$ cat src/rtl/rof_sequencer.sv
// rof_sequencer: walks a synchronous ROM through a filter and writes the
// filtered stream into RAM, then lets the user browse the RAM with two buttons.
// Every output comes straight from a flop.
module rof_sequencer #(
  parameter int N         = 3,
  parameter int ADDR_BITS = 8,
  parameter int NO_INPUT  = 255,
  parameter int LAT       = 2
) (
  input  logic                 clk,
  input  logic                 rst,
  input  logic                 start,
  input  logic                 abort,
  input  logic                 rd_up,
  input  logic                 rd_down,
  output logic [ADDR_BITS-1:0] rom_addr,
  output logic                 sample_valid,
  output logic                 filt_clr,
  output logic                 ram_we,
  output logic [ADDR_BITS-1:0] ram_wr_addr,
  output logic [ADDR_BITS-1:0] rd_addr,
  output logic                 busy,
  output logic                 done
);

  localparam logic [ADDR_BITS-1:0] LAST = ADDR_BITS'(NO_INPUT - 1);
  localparam logic [ADDR_BITS-1:0] ONE  = ADDR_BITS'(1);

  typedef enum logic [1:0] {S_IDLE, S_FETCH, S_DRAIN, S_DONE} state_t;

  state_t                 state_q, state_d;
  logic [ADDR_BITS-1:0]   rom_addr_q, rom_addr_d;
  logic [ADDR_BITS-1:0]   wr_addr_q, wr_addr_d;
  logic [ADDR_BITS-1:0]   rd_addr_q, rd_addr_d;
  logic [LAT-1:0]         vld_q, vld_d;
  logic                   sv_q, sv_d;
  logic                   clr_q, clr_d;
  logic                   busy_q, busy_d;
  logic                   done_q, done_d;
  logic                   up_q, dn_q;
  logic                   launch, last_wr, up_edge, dn_edge;

  // ram_we is the oldest bit of the valid pipe
  assign last_wr = vld_q[LAT-1] && (wr_addr_q == LAST);
  assign launch  = (state_q == S_IDLE) && start && !abort;
  assign up_edge = rd_up & ~up_q;
  assign dn_edge = rd_down & ~dn_q;

  // State and output registers
  always_ff @(posedge clk or posedge rst) begin
    if (rst) begin
      state_q    <= S_IDLE;
      rom_addr_q <= '0;
      wr_addr_q  <= '0;
      rd_addr_q  <= '0;
      vld_q      <= '0;
      sv_q       <= 1'b0;
      clr_q      <= 1'b0;
      busy_q     <= 1'b0;
      done_q     <= 1'b0;
      up_q       <= 1'b0;
      dn_q       <= 1'b0;
    end else begin
      state_q    <= state_d;
      rom_addr_q <= rom_addr_d;
      wr_addr_q  <= wr_addr_d;
      rd_addr_q  <= rd_addr_d;
      vld_q      <= vld_d;
      sv_q       <= sv_d;
      clr_q      <= clr_d;
      busy_q     <= busy_d;
      done_q     <= done_d;
      up_q       <= rd_up;
      dn_q       <= rd_down;
    end
  end

  // Next state; abort wins over everything, including start
  always_comb begin
    state_d = state_q;
    if (abort) state_d = S_IDLE;
    else begin
      case (state_q)
        S_IDLE:  if (start) state_d = S_FETCH;
        S_FETCH: if (rom_addr_q == LAST) state_d = S_DRAIN;
        S_DRAIN: if (last_wr) state_d = S_DONE;
        S_DONE:  state_d = S_IDLE;
        default: state_d = S_IDLE;
      endcase
    end
  end

  // Next values of the registered outputs
  always_comb begin
    rom_addr_d = rom_addr_q;
    wr_addr_d  = wr_addr_q;
    if (abort || launch) begin
      rom_addr_d = '0;
      wr_addr_d  = '0;
    end else begin
      if (state_q == S_FETCH && rom_addr_q != LAST) rom_addr_d = rom_addr_q + ONE;
      if (vld_q[LAT-1]) wr_addr_d = wr_addr_q + ONE;
    end
    // ROM data for the address issued this cycle is valid next cycle
    sv_d   = (state_q == S_FETCH) && !abort;
    vld_d  = abort ? '0 : ((vld_q << 1) | LAT'(sv_q));
    clr_d  = launch;
    busy_d = (state_d == S_FETCH) || (state_d == S_DRAIN);
    done_d = (state_q == S_DRAIN) && last_wr && !abort;
  end

  // Display address browsing, frozen while a run is in flight
  always_comb begin
    rd_addr_d = rd_addr_q;
    if (!busy_q) begin
      if (up_edge && !dn_edge)      rd_addr_d = rd_addr_q + ONE;
      else if (dn_edge && !up_edge) rd_addr_d = rd_addr_q - ONE;
    end
  end

  // A filter without a window has nothing to clear
  if (N >= 1) begin : g_clr
    assign filt_clr = clr_q;
  end else begin : g_noclr
    assign filt_clr = 1'b0;
  end

  assign rom_addr     = rom_addr_q;
  assign sample_valid = sv_q;
  assign ram_we       = vld_q[LAT-1];
  assign ram_wr_addr  = wr_addr_q;
  assign rd_addr      = rd_addr_q;
  assign busy         = busy_q;
  assign done         = done_q;

endmodule

$ cat config.mk
export PLATFORM = sky130hd
export DESIGN_NAME = rof_sequencer
export DESIGN_NICKNAME = d
export VERILOG_FILES = /design/src/rtl/rof_sequencer.sv
export SDC_FILE = /design/constraint.sdc
export NUM_CORES = 1
export LEC_CHECK = 0
export ABC_AREA = 1
export CAP_MARGIN = 10
export CORE_AREA = 5 5 96 98
export CTS_BUF_LIST = sky130_fd_sc_hd__clkbuf_4 sky130_fd_sc_hd__clkbuf_8
export DETAILED_ROUTE_END_ITERATION = 12
export DIE_AREA = 0 0 101 103
export DONT_BUFFER_PORTS = 1
export SETUP_SLACK_MARGIN = 0.15
export SLEW_MARGIN = 20
export SYNTH_ARGS = -nofsm -noshare
export SYNTH_HDL_FRONTEND = slang
export SYNTH_SLANG_ARGS = --single-unit
$ cat constraint.sdc
create_clock -name clk -period 2.37 [get_ports clk]
set_clock_uncertainty 0.05 [all_clocks]
set_input_delay 0.474 -clock clk [delete_from_list [all_inputs] [get_ports clk]]
set_output_delay 0.474 -clock clk [all_outputs]
set_load 0.02 [all_outputs]
==> impl_metrics.csv <==
group,metric,value,unit
status,status,"finished clean",
global_route,use_met2,16.20,%
timing,maxSlewViolCount,0,
min_path,hold_path.class,"in -> async",
synth,yosysWarnings,0,
routing,remaining_drc_errors,0,
placement,io_buffers,0,
power_and_ir_drop,switchingPower,0.7404,mW
routing,drt-total-wl,4471,um
placement,gp_congestion,0.8456,
synth,yosysTopAreaCell,"dfrtp_1",
synth,synthFlopType,"dfrtp_1",
global_route,grt_util_met1,10.43,%
setup_path,critPathCaptureType,"flop",
routing,drt_iter0_markers,17,
synth,ys_types,27,
timing,max_freq,0.5005,GHz
routing,vias,1579,
layout,fin_area,0.002250,mm^2
clock_network,cts_buffers,5,
die,io_pins,35,
routing,first_pass_iters,4,
synth,synth_area,0.001987,mm^2
clock_network,cts-root-buf,"clkbuf_8",
placement,placed_area,0.002137,mm^2
timing,rsz0062_at_grt,"false",
setup_path,critical_path_required,2.50,ns
timing,setup_viol_count_final,0,
clock_network,cts_tree,"done",
die,dieWidth,101,um
global_route,grt_first_pass_wirelength,7527,um
power_and_ir_drop,p_int,1.222,mW
global_route,grt_overflow,0,
clock_network,clock_path_buffers,2,
global_route,busiest_layer,"met2",
die,dieArea,0.01040,mm^2
setup_path,cp_max_fo,7,
global_route,grtUsageMet3,3.315,%
setup_path,crit_type,"reg -> reg",
synth,avgSynthCellArea,7.792,um^2
timing,slew_headroom,69.07,%
global_route,grt_pass1_vias,1584,
timing,tightestPinTransition,0.4639,ns
layout,num_antenna_cells,0,
setup_path,cp_data_arrival_time,2.12,ns
clock_network,clk_latency,0.28,ns
timing,worst_hold_slack,0.1351,ns
timing,min_period,1.998,ns
die,rows,34,
global_route,antenna_found_initial,0,
clock_network,cts_resized,0,
die,die_h,103,um
synth,synth.area.top_cells,"dfrtp_1 43%, nand2_1 15%, ha_1 6.9%",
power_and_ir_drop,p_sw_share,37.73,%
layout,finalCoreUtilization,26.84,%
synth,syn_nets,273,
power_and_ir_drop,power.density,872.2,mW/mm^2
job,max_cap_viol_count,0,
synth,yosysSeqAreaShare,42.82,%
synth,syn_inst,255,
clock_network,hold_buffers,0,
placement,place_hpwl,3433,um
synth,synth_top_area_share,42.82,%
timing,hold_viol,0,
clock_network,h-tree-depth,2,
power_and_ir_drop,ir_drop,0.2554,mV
clock_network,path_clk_slew,0.07,ns
timing,fin_crit_sh,84.30,%
global_route,grt_max_degree,35,
clock_network,postCtsSetupBuffers,0,
power_and_ir_drop,p_comb_share,29.1,%
timing,tns,0,ns
routing,ant_nets,0,
power_and_ir_drop,p_leak,1.105,nW
synth,synth_edf_count,0,
routing,vias_per_cell,4.245,
layout,drive_above_1_share,12.50,%
synth,ys_ff_latch,34,
layout,nets,282,
routing,post_drt_wl_per_cell,12.02,um
synth,async_flop_share,100.0,%
clock_network,cts.sinks,34,
synth,yosysMostFrequentCell,"nand2_1",
power_and_ir_drop,clkPwrFrac,28.1,%
layout,syn2layout_area_growth,13.22,%
die,core_area,0.008381,mm^2
synth,synth_common_cells,"78 x nand2_1, 36 x inv_1, 34 x dfrtp_1, 23 x nor2_1, 16 x nand3_1",
power_and_ir_drop,seqPwrFrac,42.9,%
die,start_util,23.71,%
global_route,grt_usage,9.200,%
power_and_ir_drop,totalPowerFinal,1.962,mW
setup_path,startpoint_type,"flop",
==> sequential cells by signal, indices dropped and copies added (netlist names) <==
register	count
rd_addr	8
up_q	1
filt_clr	1
dn_q	1
vld_q	2
done	1
state_q	2
ram_wr_addr	8
rom_addr	8
busy	1
sample_valid	1
==> metal layers <==
layer  vias to the layer above  share of wire (%)
met3                         6                6.6
met1                       720                 43
met4                         0                1.1
li1                        815                  -
met5                         -                  0
met2                        38                 49
==> worst max-delay path, stage by stage, from the launching register on <==
cell,delay [ns]
dfrtp_1,0.36
inv_1,0.05
nand2_1,0.04
ha_1,0.20
inv_1,0.20
ha_1,0.33
nand3_1,0.11
nand3_1,0.13
or2_2,0.30
nand3_1,0.07
nand2_1,0.05
==> kinds of logic (layout without fill, tap and decap cells) <==
kind of cell	Yosys count	after routing	synth area share, %
buf+inv	41	50	7.997
simple gates	148	148	34.19
flops	34	34	42.82
compound gates	13	13	3.967
fa+ha+maj	12	12	7.934
xor+xnor	7	7	3.086
==> placed cells by master, fill, tap and decap left out, drive strengths merged, types with 2 or more instances in the layout <==
| cell | Yosys | final |
|---|---|---|
| a21oi | 3 | 3 |
| buf | 0 | 2 |
| clkbuf | 0 | 6 |
| dfrtp | 34 | 34 |
| ha | 11 | 11 |
| inv | 41 | 41 |
| nand2 | 89 | 89 |
| nand3 | 16 | 16 |
| nand4 | 6 | 6 |
| nor2 | 28 | 28 |
| nor3 | 5 | 5 |
| o21ai | 6 | 6 |
| o31ai | 2 | 2 |
| xnor2 | 4 | 4 |
| xor2 | 3 | 3 |
==> power by group through the flow <==
stage	Clock [mW]	Combinational, mW	Sequential [mW]
floorplan	0	0.480	0.819
global placement	0	0.563	0.859
detailed placement	0	0.570	0.861
CTS	0.570	0.574	0.849
global route	0.596	0.678	0.858
finish	0.551	0.570	0.841
==> through the flow <==
stage | std cells | worst slack, ns
6_report | 372 | 0.3720
5_1_grt | 372 | 0.2056
4_1_cts | 372 | 0.3614
3_5_place_dp | 365 | 0.2528
3_3_place_gp | 365 | 0.2975
2_1_floorplan | 255 | 0.4071
==> worst paths after layout <==
path                       cells after the start  slack [ns]                      to               start
max in group asynchronous                      2        1.81  rd_addr[7]$_DFFE_PP0P_                 rst
setup / recovery                              10        0.37  rd_addr[3]$_DFFE_PP0P_      dn_q$_DFF_PP0_
setup reg to reg                              10        0.37  rd_addr[3]$_DFFE_PP0P_      dn_q$_DFF_PP0_
hold reg to reg                                2        0.42      vld_q[1]$_DFF_PP0_  vld_q[0]$_DFF_PP0_
hold / removal                                 2        0.14      vld_q[0]$_DFF_PP0_                 rst
min in group clk                               0        0.17          dn_q$_DFF_PP0_             rd_down
==> area by class of cell <==
cell class	count	area (um^2)
clock buffers	6	82.58
clock inverters	1	30.03
fillers	893	6131
inverters	41	158.9
multi-input cells	180	977.2
flip-flops and latches	34	850.8
well taps	108	135.1
repair buffers	2	15.01
Power figures use the tool's default switching activity.
